==> src/rtl/uart_line_assembler_if.sv <==
// Byte-in / line-out bus of uart_line_assembler: the receiver side drives rx_*,
// the assembler drives the line buffer, its count and the status pulses.
interface uart_line_assembler_if #(
    parameter int unsigned DATA_WIDTH      = 8,
    parameter int unsigned CHARACTER_COUNT = 10
);
    localparam int unsigned CountWidth = $clog2(CHARACTER_COUNT + 2);

    logic [DATA_WIDTH-1:0]                 rx_data;
    logic                                  rx_valid;
    logic [DATA_WIDTH*CHARACTER_COUNT-1:0] sr_data;
    logic                                  frame_valid;
    logic [CountWidth-1:0]                 char_count;
    logic                                  length_err;
    logic                                  timeout_err;

    modport master (
        output rx_data, rx_valid,
        input  sr_data, frame_valid, char_count, length_err, timeout_err
    );

    modport slave (
        input  rx_data, rx_valid,
        output sr_data, frame_valid, char_count, length_err, timeout_err
    );
endinterface

==> src/rtl/uart_line_assembler.sv <==
// Frames CR/LF-terminated lines of exactly CHARACTER_COUNT characters from a UART byte stream.
// Define UART_LINE_ASSEMBLER_LINE_TIMEOUT_EN to abort partial lines after an idle gap.
module uart_line_assembler #(
    parameter int unsigned DATA_WIDTH      = 8,
    parameter int unsigned CHARACTER_COUNT = 10,
    parameter int unsigned TIMEOUT_CYCLES  = 100000
) (
    input logic                  clk,
    input logic                  reset_n,
    uart_line_assembler_if.slave line_bus
);
    localparam int unsigned LineWidth  = DATA_WIDTH * CHARACTER_COUNT;
    localparam int unsigned CountWidth = $clog2(CHARACTER_COUNT + 2);
    localparam logic [CountWidth-1:0] CountFull = CountWidth'(CHARACTER_COUNT);
    localparam logic [CountWidth-1:0] CountOver = CountWidth'(CHARACTER_COUNT + 1);
    localparam logic [DATA_WIDTH-1:0] CharCr    = DATA_WIDTH'(8'h0D);
    localparam logic [DATA_WIDTH-1:0] CharLf    = DATA_WIDTH'(8'h0A);

    if (CHARACTER_COUNT < 2 || TIMEOUT_CYCLES < 2) begin : g_bad_params
        $error("CHARACTER_COUNT and TIMEOUT_CYCLES must both be at least 2");
    end

    typedef enum logic [1:0] {StIdle, StCollect, StOverflow} state_e;

    state_e                r_state, w_state_next;
    logic [CountWidth-1:0] r_count, w_count_next;
    logic [LineWidth-1:0]  r_sr;
    logic                  r_frame_valid, w_frame_valid_next;
    logic                  r_length_err, w_length_err_next;
    logic                  w_shift;
    logic                  w_is_term;
    logic                  w_timeout_fire;

    assign w_is_term = (line_bus.rx_data == CharCr) || (line_bus.rx_data == CharLf);

    always_comb begin
        w_state_next       = r_state;
        w_count_next       = r_count;
        w_shift            = 1'b0;
        w_frame_valid_next = 1'b0;
        w_length_err_next  = 1'b0;
        if (line_bus.rx_valid) begin
            case (r_state)
                StIdle: begin
                    // Terminators here are empty lines or the LF of a CR+LF pair.
                    if (!w_is_term) begin
                        w_shift      = 1'b1;
                        w_count_next = CountWidth'(1);
                        w_state_next = StCollect;
                    end
                end
                StCollect: begin
                    if (w_is_term) begin
                        w_frame_valid_next = (r_count == CountFull);
                        w_length_err_next  = (r_count != CountFull);
                        w_count_next       = '0;
                        w_state_next       = StIdle;
                    end else if (r_count == CountFull) begin
                        w_count_next = CountOver;
                        w_state_next = StOverflow;
                    end else begin
                        w_shift      = 1'b1;
                        w_count_next = r_count + CountWidth'(1);
                    end
                end
                StOverflow: begin
                    if (w_is_term) begin
                        w_length_err_next = 1'b1;
                        w_count_next      = '0;
                        w_state_next      = StIdle;
                    end
                end
                default: begin
                    w_count_next = '0;
                    w_state_next = StIdle;
                end
            endcase
        end else if (w_timeout_fire) begin
            w_count_next = '0;
            w_state_next = StIdle;
        end
    end

    always_ff @(posedge clk) begin
        if (!reset_n) begin
            r_state       <= StIdle;
            r_count       <= '0;
            r_sr          <= '0;
            r_frame_valid <= 1'b0;
            r_length_err  <= 1'b0;
        end else begin
            r_state       <= w_state_next;
            r_count       <= w_count_next;
            r_frame_valid <= w_frame_valid_next;
            r_length_err  <= w_length_err_next;
            if (w_shift) begin
                r_sr <= {r_sr[LineWidth-DATA_WIDTH-1:0], line_bus.rx_data};
            end
        end
    end

`ifdef UART_LINE_ASSEMBLER_LINE_TIMEOUT_EN
    localparam int unsigned TimerWidth = $clog2(TIMEOUT_CYCLES);

    logic [TimerWidth-1:0] r_timer;
    logic                  r_timeout_err;

    // A strobe in the expiry cycle wins over the timeout.
    assign w_timeout_fire = (r_state != StIdle) && !line_bus.rx_valid &&
                            (r_timer == TimerWidth'(TIMEOUT_CYCLES - 1));

    always_ff @(posedge clk) begin
        if (!reset_n) begin
            r_timer       <= '0;
            r_timeout_err <= 1'b0;
        end else begin
            r_timeout_err <= w_timeout_fire;
            if (line_bus.rx_valid || w_state_next == StIdle) begin
                r_timer <= '0;
            end else begin
                r_timer <= r_timer + TimerWidth'(1);
            end
        end
    end

    assign line_bus.timeout_err = r_timeout_err;
`else
    assign w_timeout_fire       = 1'b0;
    assign line_bus.timeout_err = 1'b0;
`endif

    assign line_bus.sr_data     = r_sr;
    assign line_bus.frame_valid = r_frame_valid;
    assign line_bus.char_count  = r_count;
    assign line_bus.length_err  = r_length_err;
endmodule
==> src/flat_wrapper.sv <==
// flat-port wrapper written by rule: the top's interface ports become plain ports
module uart_line_assembler_flat 
#(
    parameter int unsigned DATA_WIDTH      = 8,
    parameter int unsigned CHARACTER_COUNT = 10,
    parameter int unsigned TIMEOUT_CYCLES  = 100000
)
  (clk, reset_n, line_bus_rx_data, line_bus_rx_valid, line_bus_sr_data, line_bus_frame_valid, line_bus_char_count, line_bus_length_err, line_bus_timeout_err);
  uart_line_assembler_if #(.DATA_WIDTH(DATA_WIDTH), .CHARACTER_COUNT(CHARACTER_COUNT)) line_bus_i ();
  input logic clk;
  input logic reset_n;
  input wire logic [$bits(line_bus_i.rx_data)-1:0] line_bus_rx_data;
  input wire logic [$bits(line_bus_i.rx_valid)-1:0] line_bus_rx_valid;
  output wire logic [$bits(line_bus_i.sr_data)-1:0] line_bus_sr_data;
  output wire logic [$bits(line_bus_i.frame_valid)-1:0] line_bus_frame_valid;
  output wire logic [$bits(line_bus_i.char_count)-1:0] line_bus_char_count;
  output wire logic [$bits(line_bus_i.length_err)-1:0] line_bus_length_err;
  output wire logic [$bits(line_bus_i.timeout_err)-1:0] line_bus_timeout_err;
  assign line_bus_i.rx_data = line_bus_rx_data;
  assign line_bus_i.rx_valid = line_bus_rx_valid;
  assign line_bus_sr_data = line_bus_i.sr_data;
  assign line_bus_frame_valid = line_bus_i.frame_valid;
  assign line_bus_char_count = line_bus_i.char_count;
  assign line_bus_length_err = line_bus_i.length_err;
  assign line_bus_timeout_err = line_bus_i.timeout_err;
  uart_line_assembler #(.DATA_WIDTH(DATA_WIDTH), .CHARACTER_COUNT(CHARACTER_COUNT), .TIMEOUT_CYCLES(TIMEOUT_CYCLES)) u_core (.clk(clk), .reset_n(reset_n), .line_bus(line_bus_i));
endmodule
==> config.mk <==
export PLATFORM = sky130hd
export DESIGN_NAME = uart_line_assembler_flat
export DESIGN_NICKNAME = d
export VERILOG_FILES = /design/src/rtl/uart_line_assembler_if.sv /design/src/rtl/uart_line_assembler.sv /design/src/flat_wrapper.sv
export SDC_FILE = /design/constraint.sdc
export NUM_CORES = 1
export LEC_CHECK = 0
export CORE_MARGIN = 10
export CORE_UTILIZATION = 35
export DETAILED_ROUTE_END_ITERATION = 10
export SLEW_MARGIN = 20
export SYNTH_ARGS = -nofsm -noshare
export SYNTH_HDL_FRONTEND = slang
export SYNTH_SLANG_ARGS = --single-unit
==> constraint.sdc <==
create_clock -name clk -period 3.3 [get_ports clk]
set_input_delay 0.33 -clock clk [delete_from_list [all_inputs] [get_ports clk]]
set_output_delay 0.33 -clock clk [all_outputs]
set_load 0.03 [all_outputs]
After elaboration in Yosys (flattened, before gate mapping)
Cells that the tools add are included.
W data, S select, Z words.

storage, ports and cells
  register bits = 88
  input bits = 11
  output and inout bits = 87
  logic and storage cells = 39

operators by class
  $add $sub $neg = 1
  equal/unequal tests = 9
  muxes and demuxes = 18
  reduce and logical (&&, ||, !) cells = 6

operators by type and width
  kind                   number
  $eq A8 B4 Y1 const B   2
  $mux W4                4
  $pmux W4 S3            1
  $mux W2                4
  $reduce_and A4 Y1      2
  $mux W1                6
  $pmux W2 S3            1
  $add A4 B1 Y4 const B  1
  $eq A4 B4 Y1 const B   1
  $ne A4 B4 Y1 const B   1
  $pmux W1 S2            2
  $ne A3 B1 Y1 const B   1
  $reduce_and A3 Y1      1
  $eq A2 B1 Y1 const B   1
  $eq A2 B2 Y1 const B   1
  $logic_not A2 Y1       1
  $ne A2 B1 Y1 const B   1
  $ne A2 B2 Y1 const B   1
  $reduce_and A2 Y1      1
  $logic_or A1 B1 Y1     1

Depth between registers and ports, before layout
  word-level depth = 5
  depth in mapped cells = 8

Least setup slack after synthesis
OpenSTA, ideal clock, no wires.

  path kind = reg2reg
  from = reg u_core.r_count[1], in the netlist u_core.line_bus.char_count[1]
  to = reg u_core.r_sr[10], in the netlist u_core.line_bus.sr_data[10]
  library setup time = 0.119 ns
  data arrival time = 1.726 ns
  data required time = 3.181 ns
  path slack = 1.455 ns
  stages on the path, launching flop included = 8
  buffers on the path = 2
  period minus slack after synthesis = 1.845 ns
  cells stage by stage = dfxtp_1 ha_1 nand3b_4 and2_1 o211a_4 buf_12 buf_12 mux2i_1

on the way
  cells in the longest elaborated chain, start to end = 5

ends and longest elaborated chain
  element                   RTL line                   RTL
  start: declaration        uart_line_assembler.sv:26  logic [CountWidth-1:0] r_count, w_count_next;
  start signal: assignment  uart_line_assembler.sv:93  r_count <= w_count_next;
  $eq A4 B4 Y1              uart_line_assembler.sv:58  end else if (r_count == CountFull) begin
  $mux W1                   uart_line_assembler.sv:58
  $mux W1                   uart_line_assembler.sv:53  if (w_is_term) begin
  $pmux W1 S2               uart_line_assembler.sv:43  case (r_state)
  $mux W1                   uart_line_assembler.sv:42  if (line_bus.rx_valid) begin
  end signal: assignment    uart_line_assembler.sv:97  r_sr <= {r_sr[LineWidth-DATA_WIDTH-1:0], line_bus.rx_data};
  end: declaration          uart_line_assembler.sv:27  logic [LineWidth-1:0] r_sr;

No other way between the ends.
A chain may end at the register's enable or synchronous reset.

Worst setup path after layout
  from = in line_bus_rx_data[0]
  to = reg u_core.r_sr[63], in the netlist u_core.line_bus.sr_data[63]

on the way
  cells in the longest elaborated chain, start to end = 5
  elaborated cells between the ends (all ways) = 7
  classes of those cells = eq/ne (2); mux (4); reduce/logical (1)

ends and longest elaborated chain
  element                     RTL line                                              RTL
  start: declaration          flat_wrapper.sv:12                                    input wire logic [$bits(line_bus_i.rx_data)-1:0] line_bus_rx_data;
  $eq A8 B4 Y1                uart_line_assembler.sv:34                             assign w_is_term = (line_bus.rx_data == CharCr) || (line_bus.rx_data == CharLf);
  $logic_or A1 B1 Y1 (*)      uart_line_assembler.sv:34
  $mux W1 (on tied branches)  uart_line_assembler.sv:53, uart_line_assembler.sv:46
  $pmux W1 S2 (*)             uart_line_assembler.sv:43
  $mux W1 (*)                 uart_line_assembler.sv:42

Mark *: on every way between the ends. The rest lies on a longest branch, timed or not.

==> results by group <==
Synth
  • Share of flip-flops with an asynchronous set or reset: 0%
  • Top-count cell post-synth: nand2_1
  • Sequential fraction of the synthesis area: 49.72%
  • Post-Synth Simple-Gate Area: 13.95%
  • Synth warn: 0
  • Xor-xnor portion of the synthesized cell area: 0%
  • Synth area leaders: dfxtp_1 (50%), mux2i_1 (23%), nand2_1 (9.7%), buf_12 (5.1%), ha_1 (1.8%)
  • Synth top area share: 49.72%
  • Post-synthesis sequential element count: 88
  • Mux cell area share after synthesis: 23.20%
  • Synth cell count leaders: nand2_1 (92), dfxtp_1 (88), mux2i_1 (81)
  • Main combinational cell family by area after synthesis: multiplexers
  • Area of the mapped netlist: 3543 um2
  • Synth Instances: 331
  • Adder-cell area share of the yosys netlist: 1.766%
  • Syn nets: 347
  • Distinct cells, synth: 37
  • Post-synth top area cell: dfxtp_1
  • EDFF count, synth: 0
  • Avg Cell Area, Syn: 10.71 um2
  • Synth Area in Compound Gates: 4.167%
  • Post-synth top flop: dfxtp_1

Setup path
  • Startpoint types: primary input
  • CP arrival: 2490 ps
  • CP Depth: 6
  • Worst setup startpoint: line_bus_rx_data[0]
  • CP bufs+invs: 2
  • Crit path kind: primary input to flop
  • Path depth of the worst reg2reg path: 7
  • Flop2flop setup slack: 1130 ps
  • Critical path's top delay family: compound AO/OA/AOI/OAI gates
  • Critical Path Max Stage Delay: 480 ps
  • Worst path required time: 3580 ps
  • Critical Path Fanout Max: 45
  • R2r startpoint: u_core.line_bus.char_count[0]
  • Crit-path slowest cell: o211a_4
  • Crit path capture type: flop
  • Worst path cell trace: clkdlybuf4s50_1 > and3b_1 > o2111ai_4 > o211a_4 > buf_12 > mux2i_1

Route
  • Total Wirelength: 8488 um
  • Via count: 2562
  • Drt via density: 4.583
  • WL/cell: 15.18 um
  • Post-DRT Antenna Nets: 0
  • First-pass iteration count of the detailed router: 4
  • DRC viols: 0
  • Initial DRC count: 125

Run
  • Max-Cap Viols: 0

Timing
  • FMAX: 453.8 MHz
  • Post-route minimum period: 2204 ps
  • Final setup TNS: 0 ps
  • Final Hold Viols: 0
  • RSZ-0062 raised after global routing: false
  • Slew Viols, Final: 0
  • Skew final: 8.423 ps
  • Final Setup Violations: 0
  • Setup WS post-layout: 1097 ps
  • Final Cycle Share: 66.77%

Global route
  • First-pass GRT wire length: 13860 um
  • Initial antenna violation count: 0
  • Largest net degree at the start of global routing: 49
  • Total Routing Usage GR: 11.78%
  • Vias in the first global route: 2669
  • GR Overflow Total: 0

Clocking
  • Root Driver: clkbuf_8
  • Setup bufs post-CTS: 0
  • Clock Latency Late Sink: 350 ps
  • Clk slew on worst S/H paths: 90 ps
  • Resized cells post-CTS: 0
  • Clk sink count: 88
  • CTS tree: built
  • Maximum clock insertion buffer count: 2
  • CTS H-tree lvls: 3
  • Num CTS Buffers: 9
  • Hold buffers post-CTS: 0

Floorplan
  • Row count: 36
  • Die Span Y: 120.6 um
  • Initial Util: 36.09%
  • Horiz. Die Dim: 120.6 um
  • Core box area: 9819 um2
  • Die ar.: 14550 um2
  • Top-Level Pins: 98

Final layout
  • Nets: 437
  • # diodes: 0
  • Area Growth Syn to Fin: 33.93%
  • Layout cells sized above 1: 6.573%

Placed design
  • GP Congestion: 0.8025
  • Dpl ws: 739.0 ps
  • PortBufs: 96
  • DP Wirelength: 6215 um

Min path
  • Worst min path class: flop to flop
  • Worst hold path cell count: 2
  • Hold Crit Start: u_core.line_bus.sr_data[74]

Outcome
  • Outcome: completed

Power and ir drop
  • Pwr per Cell Area: 504.9 nW/um2
  • Peak VDD IR: 247.3 uV
  • Leakage: 0.001863 uW
area by class of cell:
type                            instances  area [um2]
Fill cell                             972        5074
Sequential cell                        88        1762
Multi-Input combinational cell        216        1530
Timing Repair Buffer                  100       998.5
Tap cell                              133       166.4
Clock inverter                          7       142.6
Clock buffer                            9       123.9
Inverter                                6       22.52
stage by stage:
stage | area (um2) | power, uW | hold slack (ps) | utilization [%] | std cells
after CTS | 4746 | 2433 | 466.1 | 48.33 | 559
after global placement | 4479 | 1451 | 445.8 | 45.62 | 543
final | 4746 | 2396 | 462.3 | 48.33 | 559
after floorplan | 3543 | 1422 | 472.6 | - | 331
after global routing | 4746 | 2496 | 480.4 | 48.33 | 559
after detailed placement | 4479 | 1454 | 453.1 | 45.62 | 543
registers in the layout, indices dropped and copies added, names as in the netlist:
register and count:
u_core.r_state 2, u_core.line_bus.char_count 4, u_core.line_bus.length_err 1, u_core.line_bus.sr_data 80, u_core.line_bus.frame_valid 1
layer usage:
metal / GRT usage, % / part of all wire [%] / up-vias / routed length [um]
met5: 0 / 0 / - / 0
met4: 6.335 / 2.1 / 0 / 175
met3: 3.583 / 5.7 / 12 / 482
met2: 19.84 / 49 / 53 / 4182
met1: 13.08 / 43 / 1185 / 3648
li1: - / - / 1312 / -
logic make-up after synthesis:
logic type	count (synthesis)
AO/OA/AOI/OAI	16
AND/OR/NAND/NOR	112
other	1
flip-flops	88
adder cells (fa/ha/maj)	5
multiplexers	82
buffers and inverters	27
report_power, final:
part,total [uW],leakage [uW],internal [uW],switching [uW]
Clock,972,0.000134,582,390
Combinational,325,0.00102,140,185
Sequential,1100,0.000711,1080,14.8
layout by cell type (no fill, tap or decap), types with 2 or more instances in the layout:
| master | n |
|---|---|
| nand4_1 | 3 |
| a211oi_1 | 3 |
| clkbuf_8 | 9 |
| o211a_1 | 2 |
| mux2i_1 | 81 |
| dfxtp_1 | 88 |
| bufinv_16 | 4 |
| clkdlybuf4s50_1 | 95 |
| buf_4 | 3 |
| o21ai_1 | 3 |
| nor2_1 | 2 |
| inv_1 | 6 |
| nand2_1 | 92 |
| ha_1 | 5 |
| nand3_1 | 2 |
worst reg2reg max path: stages (launching register included):
cell and delay, ps:
dfxtp_1 430, inv_1 70, ha_1 220, nand3b_4 90, and2_1 240, o211a_4 440, buf_12 340, mux2i_1 280
final timing paths:
| kind | end |
|---|---|
| setup / recovery | u_core.line_bus.sr_data[63] |
| hold / removal | u_core.line_bus.sr_data[74] |
| setup reg to reg | u_core.line_bus.sr_data[63] |
| hold reg to reg | u_core.line_bus.sr_data[74] |
(Power assumes the default switching activity.)
